## src/rtl/lockstep_fault_mgr_if.sv

```systemverilog
// Bundles the compare inputs, clear handshake and status outputs of
// lockstep_fault_mgr. The manager uses the slave modport.
interface lockstep_fault_mgr_if #(
  parameter int DW = 8,
  parameter int CW = 8
);
  logic          cmp_en;
  logic [DW-1:0] main_data;
  logic [DW-1:0] follower_data;
  logic          clr_req;
  logic [7:0]    clr_key;
  logic [DW-1:0] fo_data;
  logic          fo_valid;
  logic          alarm;
  logic          lockdown;
  logic          clr_ack;
  logic [3:0]    strike_cnt;
  logic [CW-1:0] fault_cnt;
  logic [1:0]    fsm_state;

  // Clear handshake: clr_req is a level and clr_key is sampled with it. It is
  // accepted only in ALARM with the right key, and clr_ack then pulses for
  // exactly one cycle. A request that stays high after acceptance does nothing
  // unless the manager is back in ALARM.
  modport master (
    output cmp_en, main_data, follower_data, clr_req, clr_key,
    input  fo_data, fo_valid, alarm, lockdown, clr_ack, strike_cnt, fault_cnt,
           fsm_state
  );

  modport slave (
    input  cmp_en, main_data, follower_data, clr_req, clr_key,
    output fo_data, fo_valid, alarm, lockdown, clr_ack, strike_cnt, fault_cnt,
           fsm_state
  );
endinterface

```

## src/rtl/lockstep_fault_mgr.sv

```systemverilog
// Lockstep fault manager: compares main and follower read data and escalates
// mismatches through OK -> SUSPECT -> ALARM -> LOCK, gating the functional output.
module lockstep_fault_mgr #(
  parameter int         DW      = 8,
  parameter int         THRESH  = 3,
  parameter int         QUIET   = 4,
  parameter int         CW      = 8,
  parameter logic [7:0] CLR_KEY = 8'hA5
) (
  input logic                 clk,
  input logic                 rst,
  lockstep_fault_mgr_if.slave bus
);
  typedef enum logic [1:0] {
    ST_OK      = 2'd0,
    ST_SUSPECT = 2'd1,
    ST_ALARM   = 2'd2,
    ST_LOCK    = 2'd3
  } state_t;

  localparam logic [3:0]    THRESH4   = THRESH[3:0];
  localparam logic [3:0]    QUIET4    = QUIET[3:0];
  localparam logic [CW-1:0] FAULT_MAX = {CW{1'b1}};

  state_t        state;
  logic [DW-1:0] fo_data;
  logic          fo_valid;
  logic          alarm;
  logic          lockdown;
  logic          clr_ack;
  logic [3:0]    strike_cnt;
  logic [3:0]    quiet_cnt;
  logic [CW-1:0] fault_cnt;

  logic       mismatch;
  logic       match;
  logic [3:0] strike_next;
  logic [3:0] quiet_next;

  assign mismatch    = bus.cmp_en && (bus.main_data != bus.follower_data);
  assign match       = bus.cmp_en && (bus.main_data == bus.follower_data);
  assign strike_next = strike_cnt + 4'd1;
  assign quiet_next  = quiet_cnt + 4'd1;

  always_ff @(posedge clk or posedge rst) begin
    if (rst) begin
      state      <= ST_OK;
      fo_data    <= '0;
      fo_valid   <= 1'b0;
      alarm      <= 1'b0;
      lockdown   <= 1'b0;
      clr_ack    <= 1'b0;
      strike_cnt <= '0;
      quiet_cnt  <= '0;
      fault_cnt  <= '0;
    end else begin
      clr_ack <= 1'b0;
      // Lifetime count keeps running in LOCK so the monitor sees ongoing divergence.
      if (mismatch && (fault_cnt != FAULT_MAX)) fault_cnt <= fault_cnt + 1'b1;

      // Output gating follows the state held before this edge.
      case (state)
        ST_OK, ST_SUSPECT: begin
          fo_valid <= bus.cmp_en;
          if (bus.cmp_en) fo_data <= bus.main_data;
        end
        ST_ALARM: fo_valid <= 1'b0;
        default: begin
          fo_data  <= '0;
          fo_valid <= 1'b0;
        end
      endcase

      case (state)
        ST_OK: begin
          if (mismatch) begin
            state      <= ST_SUSPECT;
            strike_cnt <= 4'd1;
            quiet_cnt  <= '0;
          end
        end
        ST_SUSPECT: begin
          if (mismatch) begin
            strike_cnt <= strike_next;
            quiet_cnt  <= '0;
            if (strike_next == THRESH4) begin
              state <= ST_ALARM;
              alarm <= 1'b1;
            end
          end else if (match) begin
            if (quiet_next == QUIET4) begin
              state      <= ST_OK;
              strike_cnt <= '0;
              quiet_cnt  <= '0;
            end else begin
              quiet_cnt <= quiet_next;
            end
          end
        end
        ST_ALARM: begin
          // A fresh mismatch beats a clear arriving in the same cycle.
          if (mismatch) begin
            state    <= ST_LOCK;
            alarm    <= 1'b0;
            lockdown <= 1'b1;
          end else if (bus.clr_req) begin
            if (bus.clr_key == CLR_KEY) begin
              state      <= ST_OK;
              alarm      <= 1'b0;
              strike_cnt <= '0;
              quiet_cnt  <= '0;
              clr_ack    <= 1'b1;
            end else begin
              state    <= ST_LOCK;
              alarm    <= 1'b0;
              lockdown <= 1'b1;
            end
          end
        end
        default: begin
        end
      endcase
    end
  end

  assign bus.fo_data    = fo_data;
  assign bus.fo_valid   = fo_valid;
  assign bus.alarm      = alarm;
  assign bus.lockdown   = lockdown;
  assign bus.clr_ack    = clr_ack;
  assign bus.strike_cnt = strike_cnt;
  assign bus.fault_cnt  = fault_cnt;
  assign bus.fsm_state  = state;
endmodule

```

## src/flat_wrapper.sv

```systemverilog
// flat-port wrapper written by rule: the top's interface ports become plain ports
module lockstep_fault_mgr_flat 
#(
  parameter int         DW      = 8,
  parameter int         THRESH  = 3,
  parameter int         QUIET   = 4,
  parameter int         CW      = 8,
  parameter logic [7:0] CLR_KEY = 8'hA5
)
  (clk, rst, bus_cmp_en, bus_main_data, bus_follower_data, bus_clr_req, bus_clr_key, bus_fo_data, bus_fo_valid, bus_alarm, bus_lockdown, bus_clr_ack, bus_strike_cnt, bus_fault_cnt, bus_fsm_state);
  lockstep_fault_mgr_if #(.DW(DW), .CW(CW)) bus_i ();
  input logic clk;
  input logic rst;
  input wire logic [$bits(bus_i.cmp_en)-1:0] bus_cmp_en;
  input wire logic [$bits(bus_i.main_data)-1:0] bus_main_data;
  input wire logic [$bits(bus_i.follower_data)-1:0] bus_follower_data;
  input wire logic [$bits(bus_i.clr_req)-1:0] bus_clr_req;
  input wire logic [$bits(bus_i.clr_key)-1:0] bus_clr_key;
  output wire logic [$bits(bus_i.fo_data)-1:0] bus_fo_data;
  output wire logic [$bits(bus_i.fo_valid)-1:0] bus_fo_valid;
  output wire logic [$bits(bus_i.alarm)-1:0] bus_alarm;
  output wire logic [$bits(bus_i.lockdown)-1:0] bus_lockdown;
  output wire logic [$bits(bus_i.clr_ack)-1:0] bus_clr_ack;
  output wire logic [$bits(bus_i.strike_cnt)-1:0] bus_strike_cnt;
  output wire logic [$bits(bus_i.fault_cnt)-1:0] bus_fault_cnt;
  output wire logic [$bits(bus_i.fsm_state)-1:0] bus_fsm_state;
  assign bus_i.cmp_en = bus_cmp_en;
  assign bus_i.main_data = bus_main_data;
  assign bus_i.follower_data = bus_follower_data;
  assign bus_i.clr_req = bus_clr_req;
  assign bus_i.clr_key = bus_clr_key;
  assign bus_fo_data = bus_i.fo_data;
  assign bus_fo_valid = bus_i.fo_valid;
  assign bus_alarm = bus_i.alarm;
  assign bus_lockdown = bus_i.lockdown;
  assign bus_clr_ack = bus_i.clr_ack;
  assign bus_strike_cnt = bus_i.strike_cnt;
  assign bus_fault_cnt = bus_i.fault_cnt;
  assign bus_fsm_state = bus_i.fsm_state;
  lockstep_fault_mgr #(.DW(DW), .THRESH(THRESH), .QUIET(QUIET), .CW(CW), .CLR_KEY(CLR_KEY)) u_core (.clk(clk), .rst(rst), .bus(bus_i));
endmodule
```

## config.mk

```make
export PLATFORM = sky130hd
export DESIGN_NAME = lockstep_fault_mgr_flat
export DESIGN_NICKNAME = d
export VERILOG_FILES = /design/src/rtl/lockstep_fault_mgr_if.sv /design/src/rtl/lockstep_fault_mgr.sv /design/src/flat_wrapper.sv
export SDC_FILE = /design/constraint.sdc
export NUM_CORES = 1
export LEC_CHECK = 0
export CAP_MARGIN = 30
export CORE_ASPECT_RATIO = 0.7
export CORE_MARGIN = 2
export CORE_UTILIZATION = 50
export CTS_CLUSTER_SIZE = 8
export DETAILED_ROUTE_END_ITERATION = 16
export PLACE_DENSITY = 0.84
export SETUP_SLACK_MARGIN = 0.15
export SYNTH_ARGS = -nofsm -noshare
export SYNTH_HDL_FRONTEND = slang
export SYNTH_SLANG_ARGS = --single-unit
```

## constraint.sdc

```tcl
create_clock -name clk -period 6.59 [get_ports clk]
set_clock_uncertainty 0.15 [all_clocks]
set_input_delay 1.977 -clock clk [delete_from_list [all_inputs] [get_ports clk]]
set_output_delay 1.977 -clock clk [all_outputs]
set_load 0.01 [all_outputs]
```

==> results.py, run 1 <==
metrics = {
    "floorplan": {
        "die-area_mm2": 0.00406,
        "ios": 54,
        "die_x_um": 75.4,
        "core_region_area_mm2": 0.00347,
        "chipHeight_um": 53.9,
        "row_count": 18,
        "start_util_pct": 51.4,
    },
    "timing": {
        "timing.final.crit_share_pct": 65.3,
        "slew_violations": 0,
        "fin_crit_ns": 4.30,
        "setup_tns_ns": 0,
        "max-slew-margin-rel_pct": 48.7,
        "max_freq_ghz": 0.232,
        "hold_slack_ns": 0.326,
        "setup_ws_ns": 2.29,
        "tightest_slew_ns": 0.769,
        "finalHoldViolCount": 0,
        "rsz0062_at_grt": "false",
        "setup_viol": 0,
    },
    "power_and_ir_drop": {
        "total_power_w": 0.00101,
        "power.leakage_nw": 1.09,
        "ir_worst_vdd_mv": 0.297,
        "power.density_mw_per_mm2": 401,
    },
    "clocking": {
        "clk_path_buf_depth": 2,
        "holdBufCountCts": 0,
        "clock_sinks": 30,
        "numCtsBuffers": 5,
        "htreeDepth": 2,
        "cts-root-buf": "clkbuf_8",
        "clk_latency_ns": 0.29,
        "tritoncts": "built",
        "clk_pin_slew_ns": 0.06,
        "ctsResizeCount": 0,
        "cts_setup_buffers": 0,
    },
    "setup_path": {
        "r2r_cells": 7,
        "path_max_fanout": 11,
        "crit_arrival_ns": 4.32,
        "critical_path_class": "in -> reg",
        "required_ns": 6.61,
        "reg2reg_to": "u_core.bus.fsm_state[1]",
        "cp-start-kind": "input port",
        "reg2reg_setup_slack_ns": 3.97,
        "reg2reg_from": "u_core.bus.fsm_state[1]",
        "end_kind": "flop",
    },
    "yosys": {
        "synth_top_area_share_pct": 42.1,
        "syn-cell-area_mm2": 0.00178,
        "synthTopCellsByCount": "dfrtp_1 (30), nand2_1 (29), o21ai_0 (12)",
        "yosys.area.top_type": "dfrtp_1",
        "syn_inst": 184,
        "seq_area_frac_synth_pct": 42.1,
        "ys_seq_elements": 30,
        "avgSynthCellArea_um2": 9.68,
        "synth_enable_flop_cells": 0,
        "synthesis.nets": 221,
        "synth_cell_type_count": 44,
        "synth_ff_type": "dfrtp_1",
        "synth_area_leaders": "dfrtp_1 (42%), ha_1 (6.3%), nand2_1 (6.1%), xor2_1 (4.4%), xnor2_1 (3.4%)",
        "yosys_warnings": 0,
        "async_flop_share_pct": 100,
        "synth_most_common_cell": "dfrtp_1",
    },
    "grt": {
        "antenna_found_initial": 0,
        "grt_pass1_vias": 1452,
        "grt_usage_pct": 22.6,
        "grt-ovfl-total": 0,
        "grt_max_degree": 31,
        "grt_pass1_wl_um": 6710,
    },
    "detailed_routing": {
        "wl_per_cell_um": 14.2,
        "vias_per_cell": 5.27,
        "drc_errors": 0,
        "ant_nets": 0,
        "vias": 1549,
        "drt-total-wl_um": 4170,
        "drt_first_pass_iters": 4,
        "dr.first_iter.drc_count": 100,
    },
    "layout": {
        "regArea_um2": 751,
        "drive_gt1_share_pct": 9.84,
        "diodes": 0,
        "syn2layout_area_growth_pct": 41.4,
        "fin_area_mm2": 0.00252,
        "nets": 280,
        "fillCellCount": 281,
        "multi_input_area_um2": 977,
    },
    "place": {
        "dpl-instance-area_mm2": 0.00237,
        "pre_cts_slack_ns": 2.02,
        "io_buffers": 53,
        "hpwl_um": 3080,
        "globalplace.congestion": 0.849,
    },
    "worst_hold_path": {
        "hp-class": "reg -> reg",
        "hold_start": "u_core.bus.fo_data[3]",
        "hold_path_end": "u_core.bus.fo_data[3]",
        "min_path_cells": 2,
    },
    "status": {
        "status": "completed",
    },
    "run": {
        "drv_cap": 0,
    },
}
stage by stage:
| step | utilization, % | cells |
|---|---|---|
| global placement | 68.3 | 285 |
| floorplan | - | 184 |
| CTS | 72.4 | 293 |
| detailed placement | 68.3 | 285 |
| finish | 72.7 | 294 |
| global route | 72.7 | 294 |
power breakdown:
part / internal [W] / switching (W) / total, W
sequential: 0.000250 / 0.0000648 / 0.000315
combinational: 0.000234 / 0.000228 / 0.000463
clock: 0.000161 / 0.0000718 / 0.000233
sequential cells by signal, indices dropped and copies added, names as in the netlist:
name,cells
u_core.bus.lockdown,1
u_core.bus.strike_cnt,4
u_core.bus.fo_valid,1
u_core.bus.fsm_state,2
u_core.bus.alarm,1
u_core.bus.clr_ack,1
u_core.quiet_cnt,4
u_core.bus.fo_data,8
u_core.bus.fault_cnt,8
kinds of logic after synthesis:
family,Yosys count,share of synthesized area [%]
XOR/XNOR,16,7.87
buffers and inverters,14,3.02
AO/OA/AOI/OAI,40,17.1
adder cells (fa/ha/maj),9,6.32
AND/OR/NAND/NOR,70,20.5
multiplexers,5,3.09
flip-flops,30,42.1
critical path, cell delays in order:
cell and delay (ns):
clkdlybuf4s50_1 0.51, xor2_1 0.19, nor4_2 0.09, a21oi_1 0.63, a21oi_1 0.30, or3_1 0.41, a32o_1 0.21
per-layer routing:
metal	vias up	track usage, %	part of all wire [%]	routed length, um
li1	767	-	-	-
met1	730	31.3	49	2040
met2	45	35.1	44	1820
met3	7	5.81	6.4	265
met4	0	7.02	1.1	46
met5	-	0	0	0
area by class of cell:
class                      instances  area share (%)
tap                               50            2.48
multi-input combinational        140            38.8
inverter                          11            1.64
timing repair buffer              55            21.6
sequential                        30            29.8
clock buffer                       6            3.28
clock inverter                     2            2.38
cells in the final DEF (no fill, tap or decap), types with 3 or more instances in the layout:
master and n:
a21oi_1 7, nand3_1 6, xnor2_1 7, clkdlybuf4s50_1 53, a31oi_2 3, nor2b_1 3
xor2_1 9, mux2_2 3, nand2_1 29, o21ai_0 12, inv_1 11, nand4_1 3
nor2_1 10, and3_1 3, ha_1 9, clkbuf_8 6, dfrtp_1 30
worst max path at each step:
stage,slack [ns],endpoint,start,cells after the start
6_report,2.29,u_core.quiet_cnt[2],bus_main_data[2],7
3_5_place_dp,2.02,u_core.quiet_cnt[2],bus_main_data[2],7
5_1_grt,2.11,u_core.quiet_cnt[2],bus_main_data[2],7
3_3_place_gp,2.10,u_core.quiet_cnt[2],bus_main_data[2],7
4_1_cts,2.31,u_core.quiet_cnt[2],bus_main_data[2],7
2_1_floorplan,2.93,u_core.bus.fsm_state[0],bus_follower_data[3],6
Note: power is estimated with default switching activity, not from simulation.
==> inputs of run 2 (changes only) <==
--- a/config.mk
+++ b/config.mk
@@ -8,10 +8,10 @@
 export CAP_MARGIN = 30
 export CORE_ASPECT_RATIO = 0.7
 export CORE_MARGIN = 2
-export CORE_UTILIZATION = 50
+export CORE_UTILIZATION = 42
 export CTS_CLUSTER_SIZE = 8
 export DETAILED_ROUTE_END_ITERATION = 16
-export PLACE_DENSITY = 0.84
+export PLACE_DENSITY = 0.76
 export SETUP_SLACK_MARGIN = 0.15
 export SYNTH_ARGS = -nofsm -noshare
 export SYNTH_HDL_FRONTEND = slang
==> constraint.sdc (replaced) <==
create_clock -name clk -period 3.87 [get_ports clk]
set_clock_uncertainty 0.15 [all_clocks]
set_input_delay 1.161 -clock clk [delete_from_list [all_inputs] [get_ports clk]]
set_output_delay 1.161 -clock clk [all_outputs]
set_load 0.01 [all_outputs]
==> run 2 against run 1 <==
Net effect:
- non-clock buffer count is 1 higher
- via count is 0.97% higher
- highest routed layer unchanged
- first-iteration DRC count is 78% lower
- clock power is 37% higher
- register-to-register slack worse by 2.6 ns
- critical endpoint unchanged
- core utilization is 10 points lower
- die area is 18% higher
==> results.py, run 2 (synthesized netlist as in run 1, its figures left out) <==
metrics = {
    "clocking": {
        "clk_pin_slew_ns": 0.06,
        "numCtsBuffers": 5,
        "tritoncts": "built",
        "htreeDepth": 2,
        "clk_latency_ns": 0.28,
        "cts-root-buf": "clkbuf_8",
        "cts_setup_buffers": 0,
        "clock_sinks": 30,
        "ctsResizeCount": 0,
        "clk_path_buf_depth": 2,
        "holdBufCountCts": 0,
    },
    "layout": {
        "syn2layout_area_growth_pct": 40.3,
        "top_regs": "u_core.bus.fault_cnt: 8 flops, u_core.bus.fo_data: 8 flops",
        "final_cell_mix": "clkdlybuf4s50_1 (53), dfrtp_1 (30), nand2_1 (29)",
        "drive_gt1_share_pct": 9.84,
        "final_core_utilization_pct": 62.6,
        "nets": 281,
        "diodes": 0,
        "final_common_cell": "clkdlybuf4s50_1",
    },
    "timing": {
        "max-slew-margin-rel_pct": 71.8,
        "max_freq_ghz": 0.312,
        "tightest_slew_ns": 0.422,
        "fin_crit_ns": 3.20,
        "rsz0062_at_grt": "false",
        "slew_violations": 0,
        "setup_tns_ns": 0,
        "setup_viol": 0,
        "finalHoldViolCount": 0,
        "hold_slack_ns": 0.333,
        "timing.final.crit_share_pct": 82.7,
    },
    "setup_path": {
        "r2r_cells": 7,
        "crit_start": "bus_main_data[5]",
        "reg2reg_to": "u_core.bus.fsm_state[0]",
        "end_kind": "flop",
        "required_ns": 3.89,
        "reg2reg_from": "u_core.bus.fsm_state[1]",
        "reg2reg_setup_slack_ns": 1.33,
        "critical_path_class": "in -> reg",
        "endpoint": "u_core.quiet_cnt[2]",
        "cp-start-kind": "input port",
        "path_max_fanout": 11,
        "crit_arrival_ns": 3.22,
    },
    "power_and_ir_drop": {
        "ir_worst_vdd_mv": 0.390,
        "total_power_w": 0.00163,
        "power.leakage_nw": 1.08,
        "power.density_mw_per_mm2": 652,
    },
    "place": {
        "globalplace.congestion": 0.892,
        "hpwl_um": 3180,
        "io_buffers": 53,
    },
    "detailed_routing": {
        "vias_per_cell": 5.28,
        "drc_errors": 0,
        "ant_nets": 0,
        "dr.first_iter.drc_count": 22,
        "vias": 1564,
        "wl_per_cell_um": 14.1,
        "drt_first_pass_iters": 4,
        "drt-total-wl_um": 4160,
    },
    "floorplan": {
        "core_region_area_mm2": 0.00399,
        "ios": 54,
        "row_count": 19,
        "start_util_pct": 44.6,
        "die-area_mm2": 0.00479,
        "die_x_um": 81.8,
        "chipHeight_um": 58.5,
    },
    "grt": {
        "grt_pass1_vias": 1577,
        "grt_pass1_wl_um": 7160,
        "grt_max_degree": 31,
        "grt_usage_pct": 20.1,
        "grt-ovfl-total": 0,
        "antenna_found_initial": 0,
    },
    "run": {
        "drv_cap": 0,
    },
    "status": {
        "status": "completed",
    },
    "worst_hold_path": {
        "hold_start": "u_core.bus.fo_data[4]",
        "hp-class": "reg -> reg",
    },
}
run 2: cell types whose count changed in the layout (fill, tap and decap cells not counted), sizes merged:
cell,before,now
bufinv,2,1
buf,2,3
run 2: cell type report:
class / instances / area (um2)
clock inverters: 1 / 30.0
multi-input cells: 140 / 977
inverters: 11 / 41.3
flip-flops and latches: 30 / 751
well taps: 52 / 65.1
repair buffers: 56 / 553
clock buffers: 6 / 82.6
fillers: 367 / 1490
run 2: power breakdown:
part           leakage [nW]  total [W]  switching (W)  internal [W]
Sequential            0.381   0.000534       0.000108      0.000426
Combinational         0.645   0.000775       0.000376      0.000399
Clock                0.0573   0.000319       0.000114      0.000206
run 2: worst min path at each step:
stage / to / slack [ns] / cells past startpoint
6_report: u_core.bus.fo_data[4] / 0.33 / 2
5_1_grt: u_core.bus.fo_data[6] / 0.37 / 2
3_3_place_gp: u_core.bus.fo_data[0] / 0.31 / 2
3_5_place_dp: u_core.bus.fo_data[1] / 0.32 / 2
4_1_cts: u_core.bus.lockdown / 0.34 / 1
2_1_floorplan: u_core.quiet_cnt[2] / 0.35 / 1
run 2: stage by stage:
stage / worst slack, ns / cells / area [um2]
finish: 0.669 / 296 / 2500
global route: 0.507 / 296 / 2500
CTS: 0.690 / 296 / 2500
detailed placement: 0.395 / 289 / 2390
global placement: 0.442 / 289 / 2390
floorplan: 1.03 / 184 / 1780
run 2: layer usage:
| layer | share of wire, % | GRT usage [%] |
|---|---|---|
| met1 | 49 | 27.0 |
| met2 | 43 | 30.4 |
| met3 | 6.6 | 7.82 |
| met4 | 0.91 | 5.71 |
| met5 | 0 | 0 |
run 2: worst max-delay path, cell delays in order:
cell and delay [ns]:
clkdlybuf4s50_1 0.44, xor2_1 0.16, nor4_2 0.40, a21oi_1 0.11
buf_4 0.19, a21oi_1 0.35, nor2_1 0.13, a32o_1 0.27
